### config.mk
export PLATFORM = sky130hd
export DESIGN_NAME = conv_window_feeder
export DESIGN_NICKNAME = d
export VERILOG_FILES = /design/src/rtl/conv_pkg.sv /design/src/rtl/conv_window_feeder_line_buffer.sv /design/src/rtl/conv_window_feeder.sv
export SDC_FILE = /design/constraint.sdc
export NUM_CORES = 1
export LEC_CHECK = 0
export BUFFER_PORTS_ARGS = -buffer_cell sky130_fd_sc_hd__buf_2
export CORE_ASPECT_RATIO = 1.75
export CORE_MARGIN = 4
export CORE_UTILIZATION = 30
export DETAILED_ROUTE_END_ITERATION = 7
export HOLD_SLACK_MARGIN = 0.03
export PLACE_DENSITY_LB_ADDON = 0.15
export SLEW_MARGIN = 0
export SYNTH_ARGS = -nofsm -noshare
export SYNTH_HDL_FRONTEND = slang
export SYNTH_SLANG_ARGS = --single-unit
### constraint.sdc
create_clock -name clk -period 6.95 [get_ports clk]
set_clock_uncertainty 0.2 [all_clocks]
set_input_delay 0.3475 -clock clk [delete_from_list [all_inputs] [get_ports clk]]
set_output_delay 0.3475 -clock clk [all_outputs]
set_load 0.02 [all_outputs]
### src/rtl/conv_pkg.sv
// Shared definitions for the convolution datapath: feeder FSM states,
// kernel size, and the window slot index used to pack/unpack 3x3 windows.
package conv_pkg;

  localparam int KERNEL = 3;

  typedef enum logic [2:0] {
    IDLE    = 3'd0,
    READ    = 3'd1,
    CAPTURE = 3'd2,
    OUT     = 3'd3,
    DONE    = 3'd4
  } state_t;

  // Slot of window element (r, c); r = 0 is the top row, c = 0 the leftmost column.
  function automatic int win_idx(input int r, input int c);
    return KERNEL * r + c;
  endfunction

endpackage

### src/rtl/conv_window_feeder_line_buffer.sv
// One image row of pixel storage, indexed by column.
// Writes are synchronous; the read is combinational so a capture sees the old value.
module line_buffer #(
  parameter int DEPTH = 8,
  parameter int WIDTH = 8,
  parameter int IDX_W = $clog2(DEPTH)
) (
  input  logic             clk,
  input  logic             we,
  input  logic [IDX_W-1:0] idx,
  input  logic [WIDTH-1:0] wdata,
  output logic [WIDTH-1:0] rdata
);

  logic [WIDTH-1:0] mem_r [DEPTH];

  // Column write; contents are deliberately left unreset.
  always_ff @(posedge clk) begin
    if (we) begin
      mem_r[idx] <= wdata;
    end
  end

  assign rdata = mem_r[idx];

endmodule

### src/rtl/conv_window_feeder.sv
// Streams a frame from memory in raster order and hands out every 3x3
// window over a valid/ready handshake.
module conv_window_feeder
  import conv_pkg::*;
#(
  parameter int DATA_W = 8,
  parameter int IMG_W  = 8,
  parameter int IMG_H  = 8,
  parameter int ADDR_W = $clog2(IMG_W * IMG_H)
) (
  input  logic                              clk,
  input  logic                              rst,
  input  logic                              start,
  output logic                              mem_rd,
  output logic [ADDR_W-1:0]                 mem_addr,
  input  logic [DATA_W-1:0]                 mem_data,
  output logic [KERNEL*KERNEL*DATA_W-1:0]   win_data,
  output logic                              win_valid,
  input  logic                              win_ready,
  output logic                              busy,
  output logic                              done
);

  localparam int X_W   = $clog2(IMG_W);
  localparam int Y_W   = $clog2(IMG_H);
  localparam int WIN_W = KERNEL * KERNEL * DATA_W;

  localparam logic [ADDR_W-1:0] LAST_ADDR = ADDR_W'(IMG_W * IMG_H - 1);
  localparam logic [X_W-1:0]    X_LAST    = X_W'(IMG_W - 1);
  localparam logic [X_W-1:0]    X_EMIT    = X_W'(KERNEL - 1);
  localparam logic [Y_W-1:0]    Y_EMIT    = Y_W'(KERNEL - 1);

  state_t              state_r, state_next;
  logic [X_W-1:0]      x_r;
  logic [Y_W-1:0]      y_r;
  logic [ADDR_W-1:0]   addr_r;
  logic [WIN_W-1:0]    win_r, win_next_s, win_data_r;
  logic [DATA_W-1:0]   lb_a_rd_s, lb_b_rd_s;
  logic                mem_rd_r, win_valid_r, busy_r, done_r;
  logic                capture_s, advance_s, clear_s, emit_s, last_s;

  assign emit_s = (y_r >= Y_EMIT) && (x_r >= X_EMIT);
  assign last_s = (addr_r == LAST_ADDR);

  line_buffer #(.DEPTH(IMG_W), .WIDTH(DATA_W), .IDX_W(X_W)) u_lb_a (
    .clk   (clk),
    .we    (capture_s),
    .idx   (x_r),
    .wdata (mem_data),
    .rdata (lb_a_rd_s)
  );

  // lb_b inherits whatever lb_a held for this column, i.e. two rows up.
  line_buffer #(.DEPTH(IMG_W), .WIDTH(DATA_W), .IDX_W(X_W)) u_lb_b (
    .clk   (clk),
    .we    (capture_s),
    .idx   (x_r),
    .wdata (lb_a_rd_s),
    .rdata (lb_b_rd_s)
  );

  // Window after a capture: shift columns left, new right column from buffers and pixel.
  always_comb begin
    win_next_s = win_r;
    for (int r = 0; r < KERNEL; r++) begin
      win_next_s[DATA_W*win_idx(r, 0) +: DATA_W] = win_r[DATA_W*win_idx(r, 1) +: DATA_W];
      win_next_s[DATA_W*win_idx(r, 1) +: DATA_W] = win_r[DATA_W*win_idx(r, 2) +: DATA_W];
    end
    win_next_s[DATA_W*win_idx(0, 2) +: DATA_W] = lb_b_rd_s;
    win_next_s[DATA_W*win_idx(1, 2) +: DATA_W] = lb_a_rd_s;
    win_next_s[DATA_W*win_idx(2, 2) +: DATA_W] = mem_data;
  end

  // Next-state and counter control.
  always_comb begin
    state_next = state_r;
    capture_s  = 1'b0;
    advance_s  = 1'b0;
    clear_s    = 1'b0;
    case (state_r)
      IDLE: begin
        if (start) begin
          state_next = READ;
          clear_s    = 1'b1;
        end else begin
          state_next = IDLE;
        end
      end
      READ: begin
        state_next = CAPTURE;
      end
      CAPTURE: begin
        capture_s = 1'b1;
        if (emit_s) begin
          state_next = OUT;
        end else if (last_s) begin
          state_next = DONE;
        end else begin
          advance_s  = 1'b1;
          state_next = READ;
        end
      end
      OUT: begin
        if (win_ready) begin
          if (last_s) begin
            state_next = DONE;
          end else begin
            advance_s  = 1'b1;
            state_next = READ;
          end
        end else begin
          state_next = OUT;
        end
      end
      DONE: begin
        state_next = IDLE;
        clear_s    = 1'b1;
      end
      default: begin
        state_next = IDLE;
      end
    endcase
  end

  // Pixel position and address; the last pixel never advances, so no wrap.
  always_ff @(posedge clk) begin
    if (rst || clear_s) begin
      x_r    <= '0;
      y_r    <= '0;
      addr_r <= '0;
    end else if (advance_s) begin
      addr_r <= addr_r + ADDR_W'(1);
      if (x_r == X_LAST) begin
        x_r <= '0;
        y_r <= y_r + Y_W'(1);
      end else begin
        x_r <= x_r + X_W'(1);
      end
    end
  end

  // Working window register, unreset like the line buffers.
  always_ff @(posedge clk) begin
    if (capture_s) begin
      win_r <= win_next_s;
    end
  end

  // State register and outputs decoded from the next state so they come straight from flops.
  always_ff @(posedge clk) begin
    if (rst) begin
      state_r     <= IDLE;
      mem_rd_r    <= 1'b0;
      win_valid_r <= 1'b0;
      busy_r      <= 1'b0;
      done_r      <= 1'b0;
      win_data_r  <= '0;
    end else begin
      state_r     <= state_next;
      mem_rd_r    <= (state_next == READ);
      win_valid_r <= (state_next == OUT);
      busy_r      <= (state_next != IDLE);
      done_r      <= (state_next == DONE);
      if (capture_s && emit_s) begin
        win_data_r <= win_next_s;
      end
    end
  end

  assign mem_rd    = mem_rd_r;
  assign mem_addr  = addr_r;
  assign win_data  = win_data_r;
  assign win_valid = win_valid_r;
  assign busy      = busy_r;
  assign done      = done_r;

endmodule

# [Word level (Yosys, flattened, before mapping)]
# Memories as Yosys holds them, arrays and structs flattened. A register that Yosys moved wholly into a read port is not among the register bits.
# Index checks and enable logic that the tools add are counted.
[word_totals] ff_bits=163 ram_bits=128 inputBits=12 output_inout_bits=82 wordCells=51 memories=2
[memory_table] name="u_lb_a.mem_r" words=8 width=8 rd=1 rd_clocked_by_memory_dff=1 write_ports=1 line_no="conv_window_feeder_line_buffer.sv:15" text="logic [WIDTH-1:0] mem_r [DEPTH];"
[memory_table] name="u_lb_b.mem_r" words=8 width=8 rd=1 rd_clocked_by_memory_dff=1 write_ports=1 line_no="conv_window_feeder_line_buffer.sv:15"
[classes] n_addsub=3 magnitude_cmp=2 eq_ne=9 mux=19 n_reduce_logical=6
[op_table] op="two-way mux 3 bit" n=8
[op_table] op="case mux 3 bit (4 select lines)" n=1
[op_table] op="== test 3 x 2 -> 1 bit, second input constant" n=3
[op_table] op="== test 3 bit, second input constant" n=3
[op_table] op="two-way mux 1 bit" n=8
[op_table] op="adder 3 x 1 -> 3 bit, second input constant" n=2
[op_table] op="adder 6 x 1 -> 6 bit, second input constant" n=1
[op_table] op="== test 3 x 1 -> 1 bit, second input constant" n=2
[op_table] op="== test 6 bit, second input constant" n=1
[op_table] op=">= comparator 3 x 2 -> 1 bit, second input constant" n=2
[op_table] op="case mux 1 bit (2 select lines)" n=2
[op_table] op="logical NOT 3 bit" n=1
[op_table] op="nonzero test 3 bit" n=1
[op_table] op="logical AND 1 bit" n=2
[op_table] op="AND reduction 2 bit" n=1
[op_table] op="logical OR 1 bit" n=1

# [Longest topological paths before layout]
[depth] ltp_word=6 mapped_depth=6 depth_no_buf=5

# [Hierarchy]
# From an unflattened synthesis, not the netlist that was laid out.
[unflattened] hier_cells=707 hier_area_um2=9904.5
[by_module_without_submodules] mod="line_buffer" n_inst=2 cells_per_inst=121 area_per_inst_um2=2555.0 seq_area_each_um2=1921.8
[by_module_without_submodules] mod="conv_window_feeder" n_inst=1 cells_per_inst=465 area_per_inst_um2=4794.6 seq_area_each_um2=3263.1

# [Least setup slack after synthesis]
# Ideal clock, no wire load.
[synth_timing] path_kind="flip-flop to flip-flop" startpoint="reg state_r[0]" endpoint="mem u_lb_a.mem_r[1][0], enable pin" setup_time_ps=409 t_arrival_ps=4061 required_time_ps=6341 slack_ps=2280 stages_incl_launch_ff=5 path_buffers=1 period_less_slack_ps=4670 path_cell_list="dfxtp_1 buf_2 nor3b_2 nand2_1 nor3_1"
[synth_via] elab_chain_cells=4
[synth_lines] element="start: declaration" line_no="conv_window_feeder.sv:33" text="state_t state_r, state_next;"
[synth_lines] element="start signal: assignment" line_no="conv_window_feeder.sv:159" text="state_r <= state_next;"
[synth_lines] element="== test 3 x 2 -> 1 bit" line_no="conv_window_feeder.sv:80" text="case (state_r)"
[synth_lines] element="two-way mux 1 bit" line_no="conv_window_feeder.sv:80"
[synth_lines] element="two-way mux 1 bit" line_no="conv_window_feeder_line_buffer.sv:19" text="if (we) begin"
[synth_lines] element="two-way mux 1 bit (implied by the code)" line_no="conv_window_feeder_line_buffer.sv:20" text="mem_r[idx] <= wdata;"
[synth_lines] element="end: declaration" line_no="conv_window_feeder_line_buffer.sv:15"
# Every way passes these cells.

# [Worst setup path in the final report]
[layout_timing] startpoint="reg state_r[1]" endpoint="mem u_lb_b.mem_r[5][5], enable pin"
[layout_via] elab_chain_cells=4
[layout_lines] element="== test 3 x 2 -> 1 bit" line_no="conv_window_feeder.sv:80"
[layout_lines] element="two-way mux 1 bit" line_no="conv_window_feeder.sv:80"
[layout_lines] element="two-way mux 1 bit" line_no="conv_window_feeder_line_buffer.sv:19"
[layout_lines] element="two-way mux 1 bit (implied by the code)" line_no="conv_window_feeder_line_buffer.sv:20"
[layout_lines] element="end: declaration" line_no="conv_window_feeder_line_buffer.sv:15"
# Every way passes these cells.

==> impl_metrics.env <==
export IMPL_status="completed"
export IMPL_path_cells="nor3b_4 > buf_4 > nand2_1 > nor2_1 > buf_4"
export IMPL_wire_per_inst_um=17.7
export IMPL_worst_path_stages=5
export IMPL_die_area_sq_um=35500
export IMPL_critical_path_most_common_cell="buf_4"
export IMPL_drc=0
export IMPL_r2r_cells=5
export IMPL_path_clk_slew_ns=0.06
export IMPL_cpPeakStageDelay_ns=0.55
export IMPL_routed_wl_um=20900
export IMPL_tritoncts="done"
export IMPL_cap_violations=0
export IMPL_setup_viol=0
export IMPL_h_tree_depth=1
export IMPL_async_reset_ff_frac=0
export IMPL_tightest_slew_ns=0.925
export IMPL_setup_ws_ns=4.12
export IMPL_tns_ns=0
export IMPL_rows=87
export IMPL_hpwl_um=13600
export IMPL_die_w_um=144
export IMPL_grt_usage=0.119
export IMPL_min_from="win_ready"
export IMPL_drtAntennaViolNets=0
export IMPL_seq_area_frac_synth=0.736
export IMPL_die_y_um=246
export IMPL_rsz0062_at_grt="no"
export IMPL_drive_gt1_frac=0.254
export IMPL_post_route_util=0.359
export IMPL_fmax_ghz=0.353
export IMPL_hold_depth=4
export IMPL_synth_cells=664
export IMPL_synth_edf_count=176
export IMPL_criticalPathCategory="reg2reg"
export IMPL_synth_nets=680
export IMPL_cts_sinks=270
export IMPL_leakagePower_nw=3.95
export IMPL_period_share=0.407
export IMPL_nFillCells=3072
export IMPL_slew_violations=0
export IMPL_min_period_ns=2.83
export IMPL_cts_post_setup_buffers_inserted=0
export IMPL_core_sq_um=32100
export IMPL_grt_max_degree=80
export IMPL_cts_resized=0
export IMPL_netlist_area_sq_um=9730
export IMPL_n_antenna_cell=0
export IMPL_synthFlopType="edfxtp_1"
export IMPL_arrival_ns=2.83
export IMPL_cts_made_buffers=24
export IMPL_p_per_area_nw_per_um2=273
export IMPL_grt_pass1_wl_um=33000
export IMPL_yosysWarningCount=0
export IMPL_dpl_worst_slack_ns=4.08
export IMPL_numPortBuffers=93
export IMPL_r2r_setup_slack_ns=4.12
export IMPL_grt_overflow=0
export IMPL_synth_seq_cells=270
export IMPL_dr_pass1_iters=4
export IMPL_cp_max_fo=51
export IMPL_crit_buf_inv=2
export IMPL_nets=784
export IMPL_hold_path_class="in2reg"
export IMPL_vias=5540
export IMPL_num_io_pins=94
export IMPL_place_congestion=0.763
export IMPL_path_delay_family="simple AND/OR/NAND/NOR gates"
export IMPL_first_iter_violations=258
export IMPL_avgSynthCellArea_sq_um=14.7
export IMPL_holdBufCountCts=9
export IMPL_endpoint_kind="flip-flop"
export IMPL_critical_path_required_ns=6.95
export IMPL_holdPathEnd="mem_rd"
export IMPL_clock_root_buffer="clkbuf_16"
export IMPL_irDropWorstVdd_mv=0.126
export IMPL_r2r_end="u_lb_b.mem_r[5][5]"
export IMPL_r2r_start="state_r[1]"
export IMPL_max_slew_margin=0.382
export IMPL_hold_viol_final=0
export IMPL_initial_core_util=0.303
export IMPL_fin_cells=1186
export IMPL_clockBufferDepth=3
export IMPL_grt_antenna_before_repair=0
export IMPL_crit_path_start_kind="flip-flop"
export IMPL_insertion_delay_ns=0.51
export IMPL_placed_cells=1133
export IMPL_synth_cell_types=42
export IMPL_via_per_inst=4.67
export IMPL_first_global_vias=5758
export IMPL_syn_to_final_growth_pct=18.5
export IMPL_cpMaxStageDelayCell="buf_4"
## synthesized netlist by cell type (2+ instances only)
| cell | instances | area (sq um) |
|---|---|---|
| or3_1 | 3 | 18.8 |
| nor3_1 | 19 | 95.1 |
| or4_1 | 3 | 22.5 |
| o41ai_1 | 2 | 17.5 |
| mux4_2 | 32 | 721 |
| nor2_1 | 45 | 169 |
| mux2_2 | 16 | 180 |
| o21ai_0 | 10 | 50.1 |
| nand2_1 | 118 | 443 |
| edfxtp_1 | 176 | 5290 |
| o31ai_1 | 2 | 15.0 |
| inv_1 | 5 | 18.8 |
| clkbuf_1 | 19 | 71.3 |
| a21oi_1 | 68 | 340 |
| nand3_1 | 4 | 20.0 |
| ha_1 | 4 | 50.1 |
| buf_6 | 3 | 33.8 |
| dfxtp_1 | 94 | 1880 |
| nand2b_1 | 5 | 31.3 |
| buf_2 | 14 | 70.1 |
## cells in the final DEF (no fill, tap or decap), types with 2 or more instances in the layout
| master | instances |
|---|---|
| or3_1 | 3 |
| mux4_2 | 32 |
| clkinv_1 | 2 |
| nand3_1 | 4 |
| clkinvlp_4 | 2 |
| nand2b_1 | 5 |
| clkinv_2 | 2 |
| buf_2 | 93 |
| nor3_2 | 2 |
| dfxtp_1 | 92 |
| ha_1 | 4 |
| nor2_1 | 45 |
| dfxtp_2 | 2 |
| bufinv_16 | 3 |
| edfxtp_1 | 176 |
| nand2_1 | 117 |
| dlygate4sd3_1 | 9 |
| o31ai_1 | 2 |
| buf_4 | 13 |
| or4_1 | 3 |
| clkbuf_8 | 2 |
| mux2_2 | 16 |
| o41ai_1 | 2 |
| nor3_1 | 17 |
| a21oi_1 | 68 |
| clkbuf_1 | 7 |
| inv_1 | 5 |
| o21ai_0 | 10 |
| clkbuf_16 | 25 |
## registers in the layout, indices dropped and copies added (netlist names), named ones only
signal and cells:
y_r 3, win_r 48, mem_rd 1, state_r 3
u_lb_a.mem_r 64, win_valid 1, u_lb_b.mem_r 64, busy 1
done 1, mem_addr 6, win_data 72, x_r 3
## cells by family after synthesis
group	after synthesis	share of synthesized area
DFF	270	0.736
and+or+nand+nor	206	0.0901
AOI/OAI and AO/OA	94	0.0557
muxes	48	0.0925
buffers and inverters	42	0.0203
adders and majority gates	4	0.00514
## tightest hold or removal path, stage by stage
cell and delay, ns:
buf_2 0.11, and3_1 0.17, o21ai_0 0.15, a2111oi_0 0.11
## how the worst max path moves through the flow
stage | endpoint | slack [ns] | start
floorplan | u_lb_a.mem_r[1][0] | 2.28 | state_r[0]
global placement | u_lb_a.mem_r[7][0] | 4.18 | state_r[1]
detailed placement | u_lb_a.mem_r[7][0] | 4.08 | state_r[1]
CTS | u_lb_a.mem_r[7][6] | 4.06 | state_r[1]
global route | u_lb_a.mem_r[5][6] | 3.92 | state_r[1]
finish | u_lb_b.mem_r[5][5] | 4.12 | state_r[1]
## metal layers
metal,track usage,routed length [um],vias up
met2,0.221,11400,111
met1,0.139,8310,2764
li1,-,-,2641
met5,0,0,-
met3,0.0167,824,24
met4,0.0387,417,0
## layout make-up
cell class	instances	area (sq um)	area share
Clock buffer	34	679	0.0589
Clock inverter	10	128	0.0111
Inverter	5	18.8	0.00163
Multi-Input combinational cell	352	2390	0.207
Sequential cell	270	7170	0.621
Tap cell	400	500	0.0434
Timing Repair Buffer	115	653	0.0566
## per-stage QoR
stage / cell area, sq um / power (mW) / hold slack (ns)
after floorplan: 9730 / 1.80 / 0.226
after global placement: 10600 / 1.83 / 0.235
after detailed placement: 10600 / 1.83 / 0.234
after CTS: 11500 / 3.20 / 0.212
after global routing: 11500 / 3.28 / 0.260
final: 11500 / 3.15 / 0.246
## report_power, final
| group | switching [mW] | internal, mW | leakage (nW) | total, mW |
|---|---|---|---|---|
| registers | 0.00915 | 1.72 | 2.35 | 1.73 |
| logic | 0.0481 | 0.0214 | 1.22 | 0.0695 |
| clock network | 0.557 | 0.794 | 0.384 | 1.35 |
(Power assumes the default switching activity.)
